## src/rtl/arith_pkg.sv

```systemverilog
// Shared arithmetic helpers for the normalizer datapath.
package arith_pkg;

    // Width of a shift distance / leading-zero count for an n-bit operand.
    function automatic int clz_width(input int n);
        return $clog2(n);
    endfunction

    // Generic valid/data pair used by neighbouring datapath stages.
    typedef struct packed {
        logic        valid;
        logic [31:0] data;
    } hs_word_t;

endpackage

```

## src/rtl/normalizer_pipe_if.sv

```systemverilog
// Handshake bundle for the normalizer: operand in, normalized result out.
interface normalizer_pipe_if #(
    parameter int N = 32
);
    import arith_pkg::*;

    localparam int D_WIDTH = clz_width(N);

    logic               in_valid;
    logic               in_ready;
    logic [N-1:0]       in_x;
    logic               out_valid;
    logic               out_ready;
    logic [N-1:0]       out_z;
    logic [D_WIDTH-1:0] out_shift;
    logic               out_zero;

    // Producer/consumer side.
    modport master (
        output in_valid, in_x, out_ready,
        input  in_ready, out_valid, out_z, out_shift, out_zero
    );

    // Normalizer side.
    modport slave (
        input  in_valid, in_x, out_ready,
        output in_ready, out_valid, out_z, out_shift, out_zero
    );

endinterface

```

## src/rtl/barrel_shifter.sv

```systemverilog
// Logarithmic left barrel shifter: stage gi shifts by 2**gi when d[gi] is set.
module barrel_shifter
    import arith_pkg::*;
#(
    parameter  int N       = 32,
    localparam int D_WIDTH = clz_width(N)
) (
    input  logic [N-1:0]       x,
    input  logic [D_WIDTH-1:0] d,
    output logic [N-1:0]       y
);
    logic [N-1:0] w_stage [D_WIDTH+1];

    assign w_stage[0] = x;

    genvar gi;
    generate
        for (gi = 0; gi < D_WIDTH; gi++) begin : g_stage
            assign w_stage[gi+1] = d[gi] ? (w_stage[gi] << (1 << gi)) : w_stage[gi];
        end
    endgenerate

    assign y = w_stage[D_WIDTH];

endmodule

```

## src/rtl/normalizer_pipe_lzc.sv

```systemverilog
// Combinational leading-zero counter built as a binary tree of log2 depth.
// The operand is padded at the LSB end with zeros up to a power of two, so
// padding never contributes a leading one. An all-zero operand reports
// count 0 with zero = 1.
module leading_zero_counter
    import arith_pkg::*;
#(
    parameter  int N       = 32,
    localparam int D_WIDTH = clz_width(N)
) (
    input  logic [N-1:0]       x,
    output logic [D_WIDTH-1:0] count,
    output logic               zero
);
    localparam int P = 1 << D_WIDTH;

    logic [P-1:0] w_x_pad;

    generate
        if (P > N) begin : g_pad
            assign w_x_pad = {x, {(P-N){1'b0}}};
        end else begin : g_nopad
            assign w_x_pad = x;
        end
    endgenerate

    // Level 0 holds one node per bit, node 0 being the MSB. Each higher level
    // merges pairs: the left child covers the more significant half.
    genvar gi, gj;
    generate
        for (gi = 0; gi <= D_WIDTH; gi++) begin : g_lvl
            localparam int NODES = P >> gi;
            logic               w_v [NODES];
            logic [D_WIDTH-1:0] w_c [NODES];
            for (gj = 0; gj < NODES; gj++) begin : g_node
                if (gi == 0) begin : g_leaf
                    assign w_v[gj] = w_x_pad[P-1-gj];
                    assign w_c[gj] = '0;
                end else begin : g_merge
                    localparam logic [D_WIDTH-1:0] WEIGHT = D_WIDTH'(1 << (gi - 1));
                    logic               w_v_hi, w_v_lo;
                    logic [D_WIDTH-1:0] w_c_hi, w_c_lo;
                    assign w_v_hi  = g_lvl[gi-1].w_v[2*gj];
                    assign w_v_lo  = g_lvl[gi-1].w_v[2*gj+1];
                    assign w_c_hi  = g_lvl[gi-1].w_c[2*gj];
                    assign w_c_lo  = g_lvl[gi-1].w_c[2*gj+1];
                    assign w_v[gj] = w_v_hi | w_v_lo;
                    assign w_c[gj] = w_v_hi ? w_c_hi : (w_c_lo | WEIGHT);
                end
            end
        end
    endgenerate

    assign zero  = ~g_lvl[D_WIDTH].w_v[0];
    assign count = zero ? '0 : g_lvl[D_WIDTH].w_c[0];

endmodule

```

## src/rtl/normalizer_pipe.sv

```systemverilog
// Two-stage left normalizer: stage 1 registers the operand with its
// leading-zero count, stage 2 registers the shifted result. Both stages use
// a skid-free valid/ready scheme that advances whenever the stage ahead
// frees up, giving one result per cycle at a latency of two edges.
module normalizer_pipe
    import arith_pkg::*;
#(
    parameter int N = 32
) (
    input logic             clk,
    input logic             rst_n,
    normalizer_pipe_if.slave bus
);
    localparam int D_WIDTH = clz_width(N);

    logic               r_s1_valid;
    logic [N-1:0]       r_s1_x;
    logic [D_WIDTH-1:0] r_s1_lzc;
    logic               r_s1_zero;

    logic               r_out_valid;
    logic [N-1:0]       r_out_z;
    logic [D_WIDTH-1:0] r_out_shift;
    logic               r_out_zero;

    logic [D_WIDTH-1:0] w_lzc;
    logic               w_zero;
    logic [N-1:0]       w_shifted;
    logic               w_s1_en;
    logic               w_s2_en;

    leading_zero_counter #(.N(N)) u_lzc (
        .x     (bus.in_x),
        .count (w_lzc),
        .zero  (w_zero)
    );

    barrel_shifter #(.N(N)) u_shift (
        .x (r_s1_x),
        .d (r_s1_lzc),
        .y (w_shifted)
    );

    assign w_s2_en = !r_out_valid || out_ready_w();
    assign w_s1_en = !r_s1_valid || w_s2_en;

    function automatic logic out_ready_w();
        return bus.out_ready;
    endfunction

    // Stage 1: capture operand, its leading-zero count and zero flag.
    always_ff @(posedge clk or negedge rst_n) begin
        if (!rst_n) begin
            r_s1_valid <= 1'b0;
            r_s1_x     <= '0;
            r_s1_lzc   <= '0;
            r_s1_zero  <= 1'b0;
        end else if (w_s1_en) begin
            r_s1_valid <= bus.in_valid;
            r_s1_x     <= bus.in_x;
            r_s1_lzc   <= w_lzc;
            r_s1_zero  <= w_zero;
        end
    end

    // Stage 2: capture the shifted result; holds while the consumer stalls.
    always_ff @(posedge clk or negedge rst_n) begin
        if (!rst_n) begin
            r_out_valid <= 1'b0;
            r_out_z     <= '0;
            r_out_shift <= '0;
            r_out_zero  <= 1'b0;
        end else if (w_s2_en) begin
            r_out_valid <= r_s1_valid;
            r_out_z     <= w_shifted;
            r_out_shift <= r_s1_lzc;
            r_out_zero  <= r_s1_zero;
        end
    end

    assign bus.in_ready  = w_s1_en;
    assign bus.out_valid = r_out_valid;
    assign bus.out_z     = r_out_z;
    assign bus.out_shift = r_out_shift;
    assign bus.out_zero  = r_out_zero;

endmodule

```

## src/flat_wrapper.sv

```systemverilog
// flat-port wrapper written by rule: the top's interface ports become plain ports
module normalizer_pipe_flat import arith_pkg::*;
#(
    parameter int N = 32
)
  (clk, rst_n, bus_in_valid, bus_in_x, bus_out_ready, bus_in_ready, bus_out_valid, bus_out_z, bus_out_shift, bus_out_zero);
  normalizer_pipe_if #(.N(N)) bus_i ();
  input logic clk;
  input logic rst_n;
  input wire logic [$bits(bus_i.in_valid)-1:0] bus_in_valid;
  input wire logic [$bits(bus_i.in_x)-1:0] bus_in_x;
  input wire logic [$bits(bus_i.out_ready)-1:0] bus_out_ready;
  output wire logic [$bits(bus_i.in_ready)-1:0] bus_in_ready;
  output wire logic [$bits(bus_i.out_valid)-1:0] bus_out_valid;
  output wire logic [$bits(bus_i.out_z)-1:0] bus_out_z;
  output wire logic [$bits(bus_i.out_shift)-1:0] bus_out_shift;
  output wire logic [$bits(bus_i.out_zero)-1:0] bus_out_zero;
  assign bus_i.in_valid = bus_in_valid;
  assign bus_i.in_x = bus_in_x;
  assign bus_i.out_ready = bus_out_ready;
  assign bus_in_ready = bus_i.in_ready;
  assign bus_out_valid = bus_i.out_valid;
  assign bus_out_z = bus_i.out_z;
  assign bus_out_shift = bus_i.out_shift;
  assign bus_out_zero = bus_i.out_zero;
  normalizer_pipe #(.N(N)) u_core (.clk(clk), .rst_n(rst_n), .bus(bus_i));
endmodule
```

## config.mk

```make
export PLATFORM = sky130hd
export DESIGN_NAME = normalizer_pipe_flat
export DESIGN_NICKNAME = d
export VERILOG_FILES = /design/src/rtl/arith_pkg.sv /design/src/rtl/normalizer_pipe_if.sv /design/src/rtl/barrel_shifter.sv /design/src/rtl/normalizer_pipe_lzc.sv /design/src/rtl/normalizer_pipe.sv /design/src/flat_wrapper.sv
export SDC_FILE = /design/constraint.sdc
export NUM_CORES = 1
export LEC_CHECK = 0
export BUFFER_PORTS_ARGS = -buffer_cell sky130_fd_sc_hd__buf_2
export CAP_MARGIN = 30
export CORE_MARGIN = 4
export CORE_UTILIZATION = 51
export DETAILED_ROUTE_END_ITERATION = 7
export PLACE_DENSITY = 0.79
export SLEW_MARGIN = 20
export SYNTH_ARGS = -nofsm -noshare
export SYNTH_HDL_FRONTEND = slang
export SYNTH_SLANG_ARGS = --single-unit
```

## constraint.sdc

```tcl
create_clock -name clk -period 2.5 [get_ports clk]
set_input_delay 0.25 -clock clk [delete_from_list [all_inputs] [get_ports clk]]
set_output_delay 0.25 -clock clk [all_outputs]
set_load 0.02 [all_outputs]
```

Word level (Yosys, flattened, before mapping)
Index checks and enable logic that the tools add are counted.
{"block": "word_totals", "regBits": 78, "latchBits": 0, "ram_bits": 0, "rom_bits": 0, "out_inout_bits": 40, "elab_cells": 81, "n_memories": 0}
{"block": "op_classes", "n_addsub": 0, "mul": 0, "n_div": 0, "order_cmp": 0, "eq_ne": 0, "shift": 0, "muxes": 37, "n_bitwise": 32, "n_reduce_logical": 4}
{"op": "$mux W32", "count": 5}
{"op": "$or A1 B1 Y1", "count": 31}
{"op": "$mux W5", "count": 4}
{"op": "$mux W1", "count": 16}
{"op": "$mux W2", "count": 8}
{"op": "$mux W4", "count": 2}
{"op": "$mux W3", "count": 2}
{"op": "$logic_not A1 Y1", "count": 2}
{"op": "$logic_or A1 B1 Y1", "count": 2}
{"op": "$not A1 Y1", "count": 1}

Depth between registers and ports, before layout
{"block": "logic_depth", "ltp_word": 6, "ltp_mapped": 8, "depth_no_buf": 5}

Modules after synthesis
A second synthesis with hierarchy kept.
{"block": "hier_totals", "hier_cells": 411, "area_unflattened_um2": 5033.6}
{"mod": "normalizer_pipe", "instances": 1, "cells_per_inst": 166, "area_each_um2": 2920.3}
{"mod": "barrel_shifter", "instances": 1, "cells_per_inst": 183, "area_each_um2": 1774.2}
{"mod": "leading_zero_counter", "instances": 1, "cells_per_inst": 62, "area_each_um2": 339.1}

Worst setup path after synthesis
OpenSTA, ideal clock, no wires.
{"block": "synth_path", "path_kind": "register to register", "startpoint": "register u_core.r_s1_lzc[0]", "endpoint": "register u_core.r_out_z[28] (netlist: u_core.bus.out_z[28])", "setup_ns": 0.126, "arrival_ns": 1.807, "t_required_ns": 2.374, "slack_ns": 0.566, "stages_incl_launch_ff": 6, "path_buffers": 2, "cell_sequence": "dfrtp_1 > buf_6 > buf_12 > mux4_2 > mux2_4 > a311o_1"}
{"block": "synth_via", "elab_chain_len": 5}
{"item": "start, declared", "line_no": "normalizer_pipe.sv:18", "rtl": "logic [D_WIDTH-1:0] r_s1_lzc;"}
{"item": "start signal, assigned", "line_no": "normalizer_pipe.sv:61", "rtl": "r_s1_lzc <= w_lzc;"}
{"item": "$mux W32 (5 in series)", "line_no": "barrel_shifter.sv:19", "rtl": "assign w_stage[gi+1] = d[gi] ? (w_stage[gi] << (1 << gi)) : w_stage[gi];"}
{"item": "end signal, assigned", "line_no": "normalizer_pipe.sv:75", "rtl": "r_out_z <= w_shifted;"}
{"item": "end, declared", "line_no": "normalizer_pipe.sv:22", "rtl": "logic [N-1:0] r_out_z;"}
Every way passes these cells.
A chain may end at the register's enable or synchronous reset.

Worst setup path in the final report
Same ends and word-level chain as after synthesis.

==> results.yml <==
setup_path:
  cp_endpoint_kind: "register"
  cp-start-kind: "register"
  worst-r2r-setup-slack_ns: 0.19
  rr_endpoint: "u_core.bus.out_z[28]$_DFFE_PN0P_"
  critical_path_arrival_ns: 2.56
  r2r-start: "u_core.r_s1_lzc[0]$_DFFE_PN0P_"
  reg2regPathDepth: 5
  timing_worst_setup_path_type: "reg2reg"
  capturing_instance_or_port_of_the_critical_path: "u_core.bus.out_z[28]$_DFFE_PN0P_"
  cp_max_fo: 21
  crit_required_ns: 2.75
  timing.critical_path.from: "u_core.r_s1_lzc[0]$_DFFE_PN0P_"
timing:
  whs_ns: 0.0839
  slew_violations: 0
  report.final.setup_viol: 0
  layout_worst_path_cycle_share_pct: 92.5
  fin_crit_ns: 2.31
  grt_setup_unrepaired: "no"
  tns_ns: 0
  timing.slew.headroom_pct: 50.8
  clock_skew_ns: 0.00906
  max_slew.worst_pin.slew_ns: 0.739
  maxClockFrequency_mhz: 432
  finalHoldViolations: 0
clock_network:
  tritoncts_num_sinks: 78
  max-clock-path-buffers: 2
  clk_pin_slew_ns: 0.08
  number_of_post_cts_setup_repair_buffers: 0
  tritoncts: "done"
  cts_max_level: 3
  clock-root-buffer: "sky130_fd_sc_hd__clkbuf_8"
  clock_insertion_delay_worst_skew_ns: 0.36
  number_of_cts_inserted_buffers: 9
grt:
  grt_usage_pct: 23.4
  grt_start_max_net_pins: 46
  global_route_wire_length_before_repair_um: 20800
  antenna_found_initial: 0
  grt_overflow: 0
  first_global_vias: 4030
floorplan:
  area_inside_the_core_boundary_um2: 9150
  die_outline_height_um: 105
  boundaryPins: 76
  floorplan.die_area_um2: 11000
  initial_core_util_pct: 52.1
  die-width_um: 105
  rows: 35
layout:
  finish.utilization_pct: 60.3
  syn2layout_area_growth_pct: 15.7
  num_antenna_cells: 0
  final_nets: 598
  drive_above_1_share_pct: 26.1
  design_area_um2: 5520
route:
  drtPass1Iterations: 5
  vias: 4129
  avgRoutedWirePerCell_um: 18.3
  detail_route.iter0.violations: 388
  detail_route.vias_per_cell: 6.09
  ant_nets: 0
  routed_wirelength_um: 12400
  remaining_drc_errors: 0
synth:
  synthFlopType: "sky130_fd_sc_hd__dfrtp_1"
  synthArstFlopShare_pct: 100
  synth_sequential_area_ratio_pct: 40.9
  synth-edff-count: 0
  synth-warning-count: 0
  synth.cell_area_um2: 4770
  synth_cells: 485
  syn_nets: 521
  synth.ff_latch_count: 78
  yosys.cell_count.top_type: "sky130_fd_sc_hd__nand2_1"
  synth.distinct_cells: 55
  synth_largest_area_cell: "sky130_fd_sc_hd__dfrtp_1"
  synth_top_cell_area_share_pct: 40.9
  synth_top_cells_by_area: "sky130_fd_sc_hd__dfrtp_1 41%, sky130_fd_sc_hd__nand2_1 11%, sky130_fd_sc_hd__mux4_2 9.4%, sky130_fd_sc_hd__mux4_1 6.1%, sky130_fd_sc_hd__mux2i_1 4.0%"
  synth_area_per_cell_um2: 9.84
  synth.cells.most_frequent: "136 x sky130_fd_sc_hd__nand2_1, 78 x sky130_fd_sc_hd__dfrtp_1, 29 x sky130_fd_sc_hd__o21ai_0"
placed_design:
  place.gp.congestion: 0.908
  portBuffers: 75
  placed_standard_cell_area_um2: 5310
  dp_hpwl_um: 9470
hold_path:
  worstHoldStart: "bus_in_valid"
  worst_hold_path_type: "in2reg"
power_and_ir_drop:
  pd_cells_nw_per_um2: 676
  power.leakage_nw: 2.57
  maximum_vdd_ir_drop_uv: 286
status:
  outcome: "finished, final reports clean"
job:
  number_of_violations_of_the_max_capacitance_limit: 0
-- worst min-delay path by stage --
| stage | depth (start not counted) | slack [ns] | end |
|---|---|---|---|
| 3_5_place_dp | 1 | 0.25 | u_core.bus.out_z[2]$_DFFE_PN0P_ |
| 4_1_cts | 2 | 0.08 | u_core.r_s1_valid$_DFFE_PN0P_ |
| 5_1_grt | 2 | 0.08 | u_core.r_s1_valid$_DFFE_PN0P_ |
| 6_report | 2 | 0.08 | u_core.r_s1_valid$_DFFE_PN0P_ |
| 3_3_place_gp | 1 | 0.25 | u_core.bus.out_z[2]$_DFFE_PN0P_ |
| 2_1_floorplan | 0 | -0.05 | u_core.bus.out_shift[0]$_DFFE_PN0P_ |
-- cell type report --
class / count / area, µm²
Tap cell: 111 / 139
Clock inverter: 5 / 57.6
Sequential cell: 78 / 1950
Timing Repair Buffer: 100 / 581
Multi-Input combinational cell: 363 / 2610
Inverter: 10 / 37.5
Clock buffer: 11 / 141
Fill cell: 748 / 3630
-- routing by layer --
metal / track usage (%) / vias up / share of wire, %
li1: - / 1939 / -
met1: 34.2 / 1964 / 45
met2: 35.3 / 204 / 45
met3: 5.00 / 22 / 7.6
met4: 7.03 / 0 / 1.9
met5: 0 / - / 0
-- placed cells by master, fill, tap and decap left out, drive strengths merged, types with 2 or more instances in the layout --
cell type  count
a221oi         3
a222oi         2
mux2           8
a22oi          4
a211oi         4
and2           3
mux4          31
or4            2
clkinv         5
a22o          12
o211ai         4
nor4           8
clkbuf        11
a21oi         14
nor2b          8
o31ai          3
mux2i         19
buf           99
nand3          3
o21ai         32
nor3           7
dfrtp         78
nand2b         6
nand4          2
a221o          5
a2111oi        3
nand2        136
nor2          24
o22ai          3
inv            9
o221ai         2
-- cell families after synthesis --
| group | Yosys count | share of synthesized area [%] |
|---|---|---|
| buf+inv | 44 | 4.46 |
| mux | 58 | 21.5 |
| flops | 78 | 40.9 |
| simple gates | 205 | 18.4 |
| compound gates | 100 | 14.7 |
-- sequential cells by signal, summed over array words and instances, names as in the netlist --
name,count
u_core.r_s1_x,32
u_core.r_s1_valid,1
u_core.bus.out_valid,1
u_core.bus.out_z,32
u_core.r_s1_zero,1
u_core.bus.out_zero,1
u_core.bus.out_shift,5
u_core.r_s1_lzc,5
-- where the power goes --
group | switching, W | total [W] | leakage, nW | internal, W
Combinational | 0.000638 | 0.00114 | 1.51 | 0.000504
Clock | 0.000477 | 0.000968 | 0.104 | 0.000491
Sequential | 0.000179 | 0.00162 | 0.957 | 0.00144
Total | 0.00129 | 0.00373 | 2.57 | 0.00243
-- per-stage QoR --
| step | setup slack [ns] | instances | total power (W) |
|---|---|---|---|
| 6_report | 0.187 | 678 | 0.00373 |
| 5_1_grt | 0.00220 | 678 | 0.00393 |
| 4_1_cts | 0.181 | 678 | 0.00373 |
| 3_5_place_dp | 0.213 | 661 | 0.00278 |
| 3_3_place_gp | 0.244 | 661 | 0.00274 |
| 2_1_floorplan | 0.566 | 485 | 0.00237 |
-- critical path, stage by stage (launching register included) --
cell	delay, ns
sky130_fd_sc_hd__dfrtp_2	0.70
sky130_fd_sc_hd__mux4_1	0.64
sky130_fd_sc_hd__mux2_2	0.30
sky130_fd_sc_hd__nor2_1	0.11
sky130_fd_sc_hd__a2111oi_0	0.09
sky130_fd_sc_hd__a311o_1	0.35
-- repair_timing --
item / in CTS / in global routing
hold buffers: 1 / 0
endpoints found under the hold margin: 39 / 0
setup endpoints to repair: 0 / 0
resized for setup: 0 / 0
(Power assumes the default switching activity.)
